$ cat config.mk
export PLATFORM = sky130hd
export DESIGN_NAME = load_store_unit
export DESIGN_NICKNAME = d
export VERILOG_FILES = /design/src/rtl/load_store_unit.sv
export SDC_FILE = /design/constraint.sdc
export NUM_CORES = 1
export LEC_CHECK = 0
export CAP_MARGIN = 20
export CORE_ASPECT_RATIO = 1.4
export CORE_MARGIN = 2
export CORE_UTILIZATION = 35
export DETAILED_ROUTE_END_ITERATION = 12
export SLEW_MARGIN = 10
export SYNTH_ARGS = -nofsm -noshare
export SYNTH_HDL_FRONTEND = slang
export SYNTH_SLANG_ARGS = --single-unit
export TNS_END_PERCENT = 5
$ cat constraint.sdc
create_clock -name clk_i -period 5.1 [get_ports clk_i]
set_input_delay 0.51 -clock clk_i [delete_from_list [all_inputs] [get_ports clk_i]]
set_output_delay 0.51 -clock clk_i [all_outputs]
set_load 0.005 [all_outputs]
$ cat src/rtl/load_store_unit.sv
// load_store_unit
// Initiator side of a byte-wide data-memory port. A 32-bit load or store from
// the MEM stage is broken into four single-byte accesses at base+0..base+3.
// Returned bytes are assembled into a word. busy_o stalls the pipeline while
// a transfer is in flight.
//
// Ports
//   clk_i, rst_i           clock, synchronous active-high reset
//   req_valid_i/ready_o    request handshake (ready only in IDLE)
//   req_write_i            1 = store, 0 = load
//   req_addr_i             word byte address, must be 4-byte aligned
//   req_wdata_i            store data
//   rsp_valid_o            one-cycle completion pulse
//   rsp_err_o              misaligned request, no memory access made
//   rdata_o                load result, held until the next load completes
//   busy_o                 high whenever not IDLE
//   mem_read_o/write_o     byte read / write strobes
//   mem_addr_o, mem_wdata_o byte address and write data
//   mem_rdata_i            byte read data, valid one cycle after mem_read_o
module load_store_unit #(
    parameter int unsigned ADDR_W     = 32,
    parameter bit          BIG_ENDIAN = 1'b0
) (
    input  logic              clk_i,
    input  logic              rst_i,
    input  logic              req_valid_i,
    output logic              req_ready_o,
    input  logic              req_write_i,
    input  logic [ADDR_W-1:0] req_addr_i,
    input  logic [31:0]       req_wdata_i,
    output logic              rsp_valid_o,
    output logic              rsp_err_o,
    output logic [31:0]       rdata_o,
    output logic              busy_o,
    output logic              mem_read_o,
    output logic              mem_write_o,
    output logic [ADDR_W-1:0] mem_addr_o,
    output logic [7:0]        mem_wdata_o,
    input  logic [7:0]        mem_rdata_i
);

    localparam int unsigned STATE_W = 3;
    localparam int unsigned DATA_W  = 32;
    localparam int unsigned BYTE_W  = 8;
    localparam int unsigned BASE_W  = ADDR_W - 2;

    localparam logic [STATE_W-1:0] S_IDLE    = 3'd0;
    localparam logic [STATE_W-1:0] S_WR      = 3'd1;
    localparam logic [STATE_W-1:0] S_RD      = 3'd2;
    localparam logic [STATE_W-1:0] S_RD_LAST = 3'd3;
    localparam logic [STATE_W-1:0] S_RESP    = 3'd4;

    // Byte k of a word, honouring the endian rule.
    function automatic logic [BYTE_W-1:0] word_byte(input logic [DATA_W-1:0] w,
                                                    input logic [1:0]        k);
        if (BIG_ENDIAN) begin
            word_byte = w[{~k, 3'b000} +: BYTE_W];
        end else begin
            word_byte = w[{k, 3'b000} +: BYTE_W];
        end
    endfunction

    // Buffer holds bytes in memory order (lane i = byte at base+i).
    function automatic logic [DATA_W-1:0] to_word(input logic [DATA_W-1:0] b);
        if (BIG_ENDIAN) begin
            to_word = {b[7:0], b[15:8], b[23:16], b[31:24]};
        end else begin
            to_word = b;
        end
    endfunction

    logic [STATE_W-1:0] state_q, state_d;
    logic [1:0]         k_q, k_d;
    logic [BASE_W-1:0]  base_q, base_d;
    logic [DATA_W-1:0]  wdata_q, wdata_d;
    logic               err_q, err_d;
    logic [DATA_W-1:0]  buf_q, buf_d;
    logic [DATA_W-1:0]  rdata_d;
    logic               req_ready_d;
    logic               rsp_valid_d;
    logic               rsp_err_d;
    logic               busy_d;
    logic               mem_read_d;
    logic               mem_write_d;
    logic [ADDR_W-1:0]  mem_addr_d;
    logic [BYTE_W-1:0]  mem_wdata_d;

    // State, datapath and registered outputs.
    always_ff @(posedge clk_i) begin
        if (rst_i) begin
            state_q     <= S_IDLE;
            k_q         <= 2'd0;
            base_q      <= '0;
            wdata_q     <= '0;
            err_q       <= 1'b0;
            buf_q       <= '0;
            rdata_o     <= '0;
            req_ready_o <= 1'b1;
            rsp_valid_o <= 1'b0;
            rsp_err_o   <= 1'b0;
            busy_o      <= 1'b0;
            mem_read_o  <= 1'b0;
            mem_write_o <= 1'b0;
            mem_addr_o  <= '0;
            mem_wdata_o <= '0;
        end else begin
            state_q     <= state_d;
            k_q         <= k_d;
            base_q      <= base_d;
            wdata_q     <= wdata_d;
            err_q       <= err_d;
            buf_q       <= buf_d;
            rdata_o     <= rdata_d;
            req_ready_o <= req_ready_d;
            rsp_valid_o <= rsp_valid_d;
            rsp_err_o   <= rsp_err_d;
            busy_o      <= busy_d;
            mem_read_o  <= mem_read_d;
            mem_write_o <= mem_write_d;
            mem_addr_o  <= mem_addr_d;
            mem_wdata_o <= mem_wdata_d;
        end
    end

    // Next state plus the output values to be registered alongside it.
    always_comb begin
        state_d = state_q;
        k_d     = k_q;
        base_d  = base_q;
        wdata_d = wdata_q;
        err_d   = err_q;
        buf_d   = buf_q;
        rdata_d = rdata_o;

        case (state_q)
            S_IDLE: begin
                // req_ready_o is high throughout IDLE, so valid alone accepts.
                if (req_valid_i) begin
                    base_d  = req_addr_i[ADDR_W-1:2];
                    wdata_d = req_wdata_i;
                    k_d     = 2'd0;
                    err_d   = (req_addr_i[1:0] != 2'b00);
                    if (err_d) begin
                        state_d = S_RESP;
                    end else if (req_write_i) begin
                        state_d = S_WR;
                    end else begin
                        state_d = S_RD;
                    end
                end
            end
            S_WR: begin
                if (k_q == 2'd3) begin
                    state_d = S_RESP;
                end else begin
                    k_d = k_q + 2'd1;
                end
            end
            S_RD: begin
                // Data for the previous cycle's read arrives now.
                if (k_q != 2'd0) begin
                    buf_d[{k_q - 2'd1, 3'b000} +: BYTE_W] = mem_rdata_i;
                end
                if (k_q == 2'd3) begin
                    state_d = S_RD_LAST;
                end else begin
                    k_d = k_q + 2'd1;
                end
            end
            S_RD_LAST: begin
                buf_d[31:24] = mem_rdata_i;
                rdata_d      = to_word(buf_d);
                state_d      = S_RESP;
            end
            S_RESP: begin
                state_d = S_IDLE;
            end
            default: begin
                state_d = S_IDLE;
            end
        endcase

        mem_read_d  = (state_d == S_RD);
        mem_write_d = (state_d == S_WR);
        // Aligned base: byte offset simply fills the low two bits.
        mem_addr_d  = (mem_read_d || mem_write_d) ? {base_d, k_d} : '0;
        mem_wdata_d = mem_write_d ? word_byte(wdata_d, k_d) : '0;
        rsp_valid_d = (state_d == S_RESP);
        rsp_err_d   = rsp_valid_d && err_d;
        busy_d      = (state_d != S_IDLE);
        req_ready_d = (state_d == S_IDLE);
    end

endmodule
==> results.md, run 1 <==
- # fillers: 1,638
- Slew Viols, Final: 0
- Worst-path fanout max: 42
- CTS Buffer Depth: 2
- Clock share of power: between 40% and 50%
- Post-CTS resize count: 0
- Detail Placement HPWL: approximately 10 mm
- Hold Crit Class: flip-flop to flip-flop
- Clock root buffer master: clkbuf_16
- Hold path depth: 2
- Initial antenna violation count: 0
- Via Count: 5,016
- Largest net degree at the start of global routing: 87
- Gp weighted congestion: approximately 0.83
- RR Endpoint: mem_wdata_o[4]
- CP Class: input port to flip-flop
- Final wirelength: 14.7 mm
- Setup crit start kind: input port
- Multi-input gate area: 2420 um2
- Slew margin rel.: 31.8%
- WL/cell: 14.3 um
- Distinct cells, synth: 35
- Core area: 16,800 um2
- Outcome: complete, no violations
- Antenna Cells: 0
- Final #Nets: 893
- Peak supply drop: 0.206 mV
- Min Tclk post-route: between 2000 and 2500 ps
- Slowest stage delay, CP: 1020 ps
- Crit-path cells: clkdlybuf4s50_1 -> or4b_2 -> nor2_1 -> nor2_1 -> nor2_1 -> nor3_1
- Combinational fraction of design power: 8.4%
- Slowest-stage cell, CP: or4b_2
- Vias/cell: between 4 and 5
- Critical path arrival: between 2000 and 3000 ps
- Critical Path End Type: flip-flop
- Vias in the first global route: 4,963
- #FFs+latches synth: between 150 and 200
- Global-route wire length before repair: 24.0 mm
- Synthesis-to-finish area growth: 37.4%
- WL met1: roughly 5.7 mm
- Syn Inst Count: 680
- R2R Setup Slk: 2770 ps
- DRT antenna net count: 0
- Critical path's top delay family: simple AND/OR/NAND/NOR gates
- RSZ-0062 raised after global routing: false
- Seq/Total Area, Yosys: between 50% and 60%
- Number of remaining DRC errors: 0
- Final TNS setup: 0 ps
- Worst-Skew Late Latency: approximately 430 ps
- Syn_nets: 763
- Total CTS buffers: 17
- Setup Skew: between 9 and 10 ps
- Top-Level Pins: 154
- Pin slew with the least headroom to its limit: between 1000 and 1500 ps
- Buffers on Ports: 153
- Leak: 3.04 nW
- P per Cell Area: approximately 360 nW/um2
- Synthesized cell area: 6020 um2
- Buf/Inv on CP: 1
- Number of DRC markers in iteration 0: around 280
- H-tree levels: 4
- NetSw: 0.709 mW
- Row count: 56
- Die width: 115 um
- Cts hold-fix bufs: 0
- DRT Pass-1 Iters: 4
- WHS: 452 ps
- Maxcap violations: 0
- Fmax: 417 MHz
- Setup WS pre-CTS: roughly 2300 ps
- Gr usage total: 16.5%
- CTS tree: yes
- WHS Endpoint: rdata_o[29]
- Sequential share of power: 47.3%
- Share of cells above drive strength 1: 5.35%
- Crit share post-route: 47.0%
- Final setup fails: 0
- Fin. Hold Viols: 0
- R2R depth: 6
- Switch share: 24.1%
- Initial Util: between 30% and 40%
- Synth Warn #: 0
- Met3 WL post-DR: around 930 um
- Chip height: between 150 and 200 um
- Clock slew at reported path FFs: 60 ps
- Die Footprint: 18,300 um2
- Metal2 WL: 7.60 mm
- Total Power: slightly below 3 mW
- CTS Sinks: 170
- Internal: ~2.2 mW
- Final Worst Setup Slack: 2700 ps
- Top layer in use: met4
- Hold Crit Start: rdata_o[29]
- Congestion Overflow GR: 0
- Syn avg cell area: 8.85 um2
- Critical Path RT: 5390 ps
- R2R Path Start: k_q[0]
- Cell mode on critical path: nor2_1
- Register area: 3400 um2
- Worst Setup SP: req_valid_i
- Post-CTS Setup Inserts: 0
==> cells in the final DEF, fill, tap and decap left out, drive strengths merged, types with 2 or more instances in the layout <==
| cell type | n |
|---|---|
| dfxtp | 170 |
| nand2 | 158 |
| clkdlybuf4s50 | 152 |
| a21oi | 91 |
| nor2 | 83 |
| mux2i | 37 |
| nand3 | 24 |
| clkbuf | 17 |
| inv | 10 |
| a31oi | 9 |
| a21boi | 9 |
| o32ai | 8 |
| ha | 7 |
| and2 | 6 |
| buf | 6 |
| nor3 | 4 |
| nor4b | 4 |
| clkinv | 4 |
| nor3b | 3 |
| nand2b | 3 |
| o21ai | 2 |
| a211o | 2 |
| bufinv | 2 |
| nor4 | 2 |
==> cell usage after synthesis (all sizes together) <==
| library cell | instances | area share [%] |
|---|---|---|
| nand3b | 1 | 0.12 |
| nor4 | 2 | 0.46 |
| and3b | 1 | 0.15 |
| nand4b | 1 | 0.15 |
| nor4bb | 1 | 0.17 |
| a21oi | 91 | 7.6 |
| a211oi | 1 | 0.12 |
| buf | 11 | 0.87 |
| nand3 | 24 | 2.0 |
| a21boi | 9 | 1.1 |
| nor4b | 4 | 0.94 |
| nor3b | 3 | 0.37 |
| inv | 2 | 0.12 |
| o21ai | 2 | 0.17 |
| and2 | 6 | 0.62 |
| a31oi | 9 | 0.94 |
| ha | 7 | 1.5 |
| nand2 | 158 | 9.9 |
| clkbuf | 36 | 2.2 |
| nor2 | 83 | 5.2 |
| mux2i | 37 | 6.2 |
| or3 | 1 | 0.10 |
| nor3 | 4 | 0.33 |
| and3 | 1 | 0.10 |
| a21o | 1 | 0.12 |
| o32ai | 8 | 1.2 |
| a211o | 2 | 0.29 |
| or4b | 1 | 0.17 |
| dfxtp | 170 | 57 |
| nand2b | 3 | 0.31 |
==> metal layers <==
layer | track usage [%] | vias to the layer above
li1 | - | 2525
met1 | 17.9 | 2335
met2 | 28.3 | 125
met3 | 6.32 | 31
met4 | 7.50 | 0
met5 | 0 | -
==> layout make-up <==
class	instances	share of cell area, %
Clock buffer	17	5.15
Multi-Input combinational cell	461	29.3
Timing Repair Buffer	158	19.0
Sequential cell	170	41.2
Inverter	2	0.0908
Tap cell	203	3.07
Clock inverter	15	2.18
==> registers in the layout, summed over array words and instances, names as in the netlist, 2 cells and up <==
signal	count
rdata_o	32
mem_wdata_o	8
k_q	2
wdata_q	32
mem_addr_o	32
buf_q	24
state_q	3
base_q	30
==> worst max path at each step <==
stage                     end  slack, ps  cells after the start
2_1_floorplan  mem_wdata_o[0]       3190                      6
3_3_place_gp      req_ready_o       2340                      6
3_5_place_dp      req_ready_o       2260                      6
4_1_cts           req_ready_o       2710                      6
5_1_grt        mem_wdata_o[4]       2490                      6
6_report          req_ready_o       2700                      6
==> cells by family after synthesis <==
kind of cell	Yosys count	share of synthesized area, %
multiplexers	37	6.16
AND/OR/NAND/NOR	294	21.1
buffers and inverters	49	3.24
AO/OA/AOI/OAI	123	11.5
flip-flops	170	56.6
adder cells (fa/ha/maj)	7	1.46
==> power by group through the flow <==
| stage | combinational, mW | sequential (mW) | clock [mW] |
|---|---|---|---|
| after global placement | 0.245 | 1.42 | 0 |
| after detailed placement | 0.251 | 1.42 | 0 |
| final | 0.248 | 1.39 | 1.30 |
| after floorplan | 0.139 | 1.42 | 0 |
| after CTS | 0.252 | 1.39 | 1.34 |
| after global routing | 0.275 | 1.40 | 1.40 |
==> metrics by stage <==
stage	utilization [%]	cells	area, um2
5_1_grt	49.2	1026	8270
2_1_floorplan	-	680	6020
4_1_cts	49.2	1026	8270
3_5_place_dp	45.6	994	7660
6_report	49.2	1026	8270
3_3_place_gp	45.5	993	7640
==> worst register-to-register path, cell delays in order, from the launching register on <==
cell and delay, ps:
dfxtp_1 470, ha_1 240, nor4bb_1 410, a211oi_1 170
nor4_4 400, nand2_2 220, o32ai_1 330
No activity file was read; power rests on OpenSTA's default activity.
==> inputs of run 2 (changes only) <==
==> constraint.sdc (replaced) <==
create_clock -name clk_i -period 2 [get_ports clk_i]
set_input_delay 0.2 -clock clk_i [delete_from_list [all_inputs] [get_ports clk_i]]
set_output_delay 0.2 -clock clk_i [all_outputs]
set_load 0.005 [all_outputs]
==> run 2 against run 1 <==
  * Die area is the same
  * First-iteration DRC count shrank 35%
  * Combinational power rose to 2.9 times the previous value
  * Clock power grew to 2.6 times the previous value
  * Count of clock-buffer cells in the layout grew 2
  * Hold slack got worse by 440 ps
  * Worst setup slack got worse by 2600 ps
  * Critical path depth up 2
  * Utilization up 2.3 points
  * Global-route usage up 0.76 points
  * Flip-flop and latch count unchanged
  * Clock skew grew 1.8 ps
  * Largest cell class unchanged
  * Highest routed layer unchanged
==> results.md, run 2 (synthesis results as in run 1) <==
- Final TNS setup: 0 ps (unchanged)
- P per Cell Area: 882 nW/um2 (was 356 nW/um2)
- Min Tclk post-route: 1910 ps
- Initial Util: 35.8% (unchanged)
- Post-Place Cells: 1,020 (was 994)
- Outcome: complete, no violations (unchanged)
- Die width: 115 um (unchanged)
- Crit share post-route: a little over nine tenths
- Chip height: 159 um (unchanged)
- RSZ-0062 raised after global routing: true (was false)
- CTS tree: yes (unchanged)
- Final wirelength: 15.4 mm (was 14.7 mm)
- CTS Sinks: 170 (unchanged)
- CTS Buffer Depth: 2 (unchanged)
- Gp weighted congestion: 0.823 (was 0.825)
- Critical Path End Type: flip-flop (unchanged)
- Critical path arrival: 2250 ps (was 2690 ps)
- Clock root buffer master: clkbuf_16 (unchanged)
- Pin slew with the least headroom to its limit: 743 ps (was 1020 ps)
- Critical Path RT: 2330 ps (was 5390 ps)
- Final #Nets: 921 (was 893)
- Fin. Hold Viols: 0 (unchanged)
- Slew margin rel.: 50.5% (was 31.8%)
- Core area: 16,800 um2 (unchanged)
- Hold Crit Class: input port to flip-flop (was flip-flop to flip-flop)
- Post-Layout Inst Area: 8650 um2 (was 8270 um2)
- Commonest non-fill, non-tap cell in the layout: dfxtp_1 (unchanged)
- Slowest-stage cell, CP: dfxtp_2 (was or4b_2)
- Slew Viols, Final: 0 (unchanged)
- DRT antenna net count: 0 (unchanged)
- Most frequent cells in the layout: 166 x dfxtp_1, 156 x nand2_1, 152 x clkdlybuf4s50_1, 90 x a21oi_1, 80 x nor2_1 (was 170 x dfxtp_1, 157 x nand2_1, 152 x clkdlybuf4s50_1, 90 x a21oi_1, 83 x nor2_1)
- Number of remaining DRC errors: 0 (unchanged)
- Row count: 56 (unchanged)
- Final setup fails: 0 (unchanged)
- Vias in the first global route: 5,180 (was 4,963)
- Worst-Skew Late Latency: 430 ps (about the same)
- Top-Level Pins: 154 (unchanged)
- Detail Placement HPWL: 10.8 mm (was 10.4 mm)
- Largest net degree at the start of global routing: 75 (was 87)
- Critical path's top delay family: simple AND/OR/NAND/NOR gates (unchanged)
- Congestion Overflow GR: 0 (unchanged)
- Initial antenna violation count: 0 (unchanged)
- Slowest stage delay, CP: 370 ps (was 1020 ps)
- Buffers on Ports: 153 (unchanged)
- Share of cells above drive strength 1: 10.8% (was 5.35%)
- Post-placement cell area: 7890 um2 (was 7660 um2)
- Vias/cell: 4.81 (was 4.89)
- H-tree levels: 4 (unchanged)
- Setup Skew: 11.1 ps (was 9.28 ps)
- Setup crit start kind: flip-flop (was input port)
- Total CTS buffers: 17 (unchanged)
- Gr usage total: 17.3% (was 16.5%)
- Synthesis-to-finish area growth: 43.8% (was 37.4%)
- Fmax: 522 MHz
- Worst-path fanout max: 8 (was 42)
- Buf/Inv on CP: 3 (was 1)
- Die Footprint: 18,300 um2 (unchanged)
- DRT Pass-1 Iters: 4 (unchanged)
- Clock slew at reported path FFs: 70 ps (was 60 ps)
- Cell mode on critical path: buf_4 (was nor2_1)
- Biggest regs: mem_addr_o: 32 flops, rdata_o: 32 flops, wdata_q: 32 flops (unchanged)
- Global-route wire length before repair: 25.0 mm (was 24.0 mm)
- Peak supply drop: 0.772 mV (was 0.206 mV)
- Antenna Cells: 0 (unchanged)
- Number of DRC markers in iteration 0: 185 (was 283)
- Maxcap violations: 0 (unchanged)
- WL/cell: 14.6 um (was 14.3 um)
- Crit-path cells: buf_4 -> nor4b_4 -> nor4_2 -> nor4_4 -> buf_4 -> nand2b_1 -> buf_4 -> o32ai_1 (was clkdlybuf4s50_1 -> or4b_2 -> nor2_1 -> nor2_1 -> nor2_1 -> nor3_1)
- CP Class: flip-flop to flip-flop (was input port to flip-flop)
- Via Count: 5,070 (was 5,016)
- Leak: 3.22 nW (was 3.04 nW)
- Finished Layout Cells: 1,054 (was 1,026)
run 2: power by group:
group	internal (mW)	leakage [nW]	switching [mW]
clock	1.94	0.295	1.42
combinational	0.368	1.54	0.347
sequential	3.50	1.38	0.0538
run 2: routing by layer:
layer  up-vias  track usage (%)  part of all wire, %
li1       2577                -                    -
met1      2346             18.7                   40
met2       121             30.4                   52
met3        26             5.60                  5.4
met4         0             7.72                  2.5
met5         -                0                    0
run 2: final timing paths:
path                            cells after the start  startpoint  slack, ps             end
worst max-delay path                                8  state_q[1]         90  mem_wdata_o[7]
worst min-delay path                                2       rst_i         10     rsp_valid_o
worst max register to register                      8  state_q[1]         90  mem_wdata_o[7]
worst min register to register                      2    buf_q[9]        450        buf_q[9]
run 2: metrics by stage:
step                      utilization [%]  power (mW)  hold WS, ps  worst slack [ps]
after detailed placement             46.9        4.32          445              -240
after global placement               46.9        4.30          441              -168
final                                51.5        7.63         15.0              85.6
after floorplan                         -        3.97          336              90.9
after CTS                            50.8        7.69         10.7            -0.660
after global routing                 51.5        7.93         17.6             -43.0
run 2: worst reg2reg max path, stage by stage, from the launching register on:
cell	delay (ps)
dfxtp_2	370
buf_4	170
nor4b_4	330
nor4_2	110
nor4_4	320
buf_4	180
nand2b_1	50
buf_4	170
o32ai_1	120
run 2: timing repair:
action                     in CTS  in global routing
gates resized for setup         6                 30
setup buffers                   2                  0
setup endpoints to repair      19                 74
pin swaps                       2                  5
hold buffers                    0                  0
run 2: cell type report:
cell class,instances,area (um2)
clock buffers,19,453
clock inverters,13,155
fillers,1611,8160
inverters,2,7.51
multi-input cells,461,2550
flip-flops and latches,170,3410
well taps,203,254
repair buffers,186,1830
==> inputs of run 3 (changes only) <==
--- a/config.mk
+++ b/config.mk
@@ -8,8 +8,10 @@
 export CAP_MARGIN = 20
 export CORE_ASPECT_RATIO = 1.4
 export CORE_MARGIN = 2
-export CORE_UTILIZATION = 35
+export CORE_UTILIZATION = 44
 export DETAILED_ROUTE_END_ITERATION = 12
+export GPL_ROUTABILITY_DRIVEN = 0
+export PLACE_DENSITY = 0.76
 export SLEW_MARGIN = 10
 export SYNTH_ARGS = -nofsm -noshare
 export SYNTH_HDL_FRONTEND = slang
==> run 3 against run 2 <==
  * Largest cell class unchanged
  * Critical endpoint is now mem_wdata_o[6]
  * Fmax down 0.15%
  * Non-clock buffer count down 8
  * Utilization up 12 points
  * Largest power group unchanged
  * Clock skew down 3.0 ps
  * Power down 0.65%
==> results.md, run 3 (synthesis results as in run 1) <==
- Clock root buffer master: clkbuf_16 (unchanged)
- Gr usage total: 21.1% (was 17.3%)
- Setup Skew: 8.12 ps (was 11.1 ps)
- Setup crit start kind: flip-flop (unchanged)
- Total Power: 7.58 mW (was 7.63 mW)
- Synthesis-to-finish area growth: 41.5% (was 43.8%)
- Hold Crit Class: input port to flip-flop (unchanged)
- Row count: 50 (was 56)
- Maxcap violations: 0 (unchanged)
- CTS Buffer Depth: 2 (unchanged)
- Final TNS setup: 0 ps (unchanged)
- Worst-path fanout max: 32 (was 8)
- DRT Pass-1 Iters: 5 (was 4)
- GRT met1 Usage: 22.3% (was 18.7%)
- Vias in the first global route: 5,071 (was 5,180)
- Share of cells above drive strength 1: 9.49% (was 10.8%)
- WL/cell: 15.1 um (was 14.6 um)
- Final setup fails: 0 (unchanged)
- Post-Place Cells: 990 (was 1,020)
- Chip height: 142 um (was 159 um)
- Final wirelength: 15.5 mm (was 15.4 mm)
- Vias/cell: 5.06 (was 4.81)
- Critical Path RT: 2330 ps (about the same)
- Hold path depth: 2 (unchanged)
- R2R Path Start: state_q[2] (was state_q[1])
- Peak supply drop: 0.545 mV (was 0.772 mV)
- Hold Crit Start: rst_i (unchanged)
- Largest net degree at the start of global routing: 73 (was 75)
- CTS tree: yes (unchanged)
- WHS: 132 ps (was 15.0 ps)
- Die Footprint: 14,600 um2 (was 18,300 um2)
- Via Count: 5,187 (was 5,070)
- Die width: 103 um (was 115 um)
- Pin slew with the least headroom to its limit: 737 ps (was 743 ps)
- GR peak layer: met2 (unchanged)
- Multi-input gate area: 2490 um2 (was 2550 um2)
- Leak: 3.18 nW (was 3.22 nW)
- CTS Sinks: 170 (unchanged)
- Initial antenna violation count: 0 (unchanged)
- Core area: 13,400 um2 (was 16,800 um2)
- Critical Path End Type: flip-flop (unchanged)
- Critical path arrival: 2250 ps (about the same)
- R2R Setup Slk: 80 ps (was 90 ps)
- Final #Nets: 913 (was 921)
- Top-Level Pins: 154 (unchanged)
- Register area: 3410 um2 (about the same)
- # fillers: 1,123 (was 1,611)
- Number of remaining DRC errors: 0 (unchanged)
- CP Class: flip-flop to flip-flop (unchanged)
- Global-route wire length before repair: 24.1 mm (was 25.0 mm)
- Outcome: complete, no violations (unchanged)
- Worst-Skew Late Latency: 420 ps (was 430 ps)
- WHS Endpoint: base_q[3] (was rsp_valid_o)
- Biggest regs: mem_addr_o: 32 flops, rdata_o: 32 flops, wdata_q: 32 flops (unchanged)
- GR Util met3: 7.07% (was 5.60%)
- H-tree levels: 4 (unchanged)
- Crit share post-route: 95.9% (was 95.7%)
- Slew Viols, Final: 0 (unchanged)
- Antenna Cells: 0 (unchanged)
- Detail Placement HPWL: 10.6 mm (was 10.8 mm)
- Min Tclk post-route: 1920 ps (was 1910 ps)
- Final core utilization: 63.6% (was 51.5%)
- Initial Util: 44.9% (was 35.8%)
- Number of DRC markers in iteration 0: 244 (was 185)
- Commonest non-fill, non-tap cell in the layout: dfxtp_1 (unchanged)
- P per Cell Area: 891 nW/um2 (was 882 nW/um2)
- DRT antenna net count: 0 (unchanged)
- Finished Layout Cells: 1,025 (was 1,054)
- Fmax: 522 MHz (about the same)
- Fin. Hold Viols: 0 (unchanged)
- Buffers on Ports: 153 (unchanged)
- Most frequent cells in the layout: 167 x dfxtp_1, 156 x nand2_1, 152 x clkdlybuf4s50_1, 90 x a21oi_1, 81 x nor2_1 (was 166 x dfxtp_1, 156 x nand2_1, 152 x clkdlybuf4s50_1, 90 x a21oi_1, 80 x nor2_1)
- Congestion Overflow GR: 0 (unchanged)
- R2R depth: 6 (was 8)
- Slew margin rel.: 50.8% (was 50.5%)
- RR Endpoint: mem_wdata_o[6] (was mem_wdata_o[7])
- Met2 Usage GRT: 36.7% (was 30.4%)
- Clock slew at reported path FFs: 80 ps (was 70 ps)
- Total CTS buffers: 17 (unchanged)
## run 3: cell types whose count changed in the layout (fill, tap and decap cells not counted), sizes merged
cell and delta:
bufinv -1, inv +6, clkinv -1, clkbuf -1
clkinvlp -2, buf -9
## run 3: report_power, final
group / internal [mW] / total [mW] / switching, mW
registers: 3.50 / 3.55 / 0.0510
logic: 0.364 / 0.719 / 0.355
clock network: 1.80 / 3.31 / 1.52
total: 5.66 / 7.58 / 1.92
## run 3: stage by stage
stage	setup slack (ps)	area, um2
CTS	-12.4	8410
global route	-2.55	8510
global placement	-86.2	7790
floorplan	90.9	6020
finish	82.8	8510
detailed placement	-281	7790
## run 3: critical path, stage by stage (launching register included)
cell and delay (ps):
dfxtp_2 370, nor4b_4 360, buf_4 310, buf_16 250, a31oi_1 80, a21boi_2 170
o32ai_2 270
## run 3: layout make-up
type / instances / share of cell area, %
well taps: 182 / 2.68
clock buffers: 17 / 5.00
inverters: 2 / 0.0882
flip-flops and latches: 170 / 40.0
clock inverters: 15 / 1.98
repair buffers: 178 / 20.9
multi-input cells: 461 / 29.3
## run 3: worst max-delay path by stage
| stage | from | endpoint | slack (ps) | cells past startpoint |
|---|---|---|---|---|
| 2_1_floorplan | k_q[0] | mem_wdata_o[0] | 90 | 6 |
| 3_3_place_gp | req_valid_i | mem_wdata_o[1] | -90 | 6 |
| 3_5_place_dp | req_valid_i | mem_wdata_o[1] | -280 | 6 |
| 4_1_cts | k_q[0] | mem_wdata_o[6] | -10 | 7 |
| 5_1_grt | state_q[2] | req_ready_o | -3 | 6 |
| 6_report | state_q[2] | mem_wdata_o[6] | 80 | 6 |
## run 3: per-layer routing
layer	vias to the layer above	wire length, um
li1	2568	-
met1	2404	5710
met4	0	369
met2	186	8260
met5	-	0
met3	29	1120
## run 3: repair_timing
item	CTS	global route
gates cloned	0	1
hold endpoints to repair	0	0
pin swaps	1	2
hold buffers	0	0
gates resized for setup	4	17
setup endpoints to repair	41	43
buffers inserted	1	1
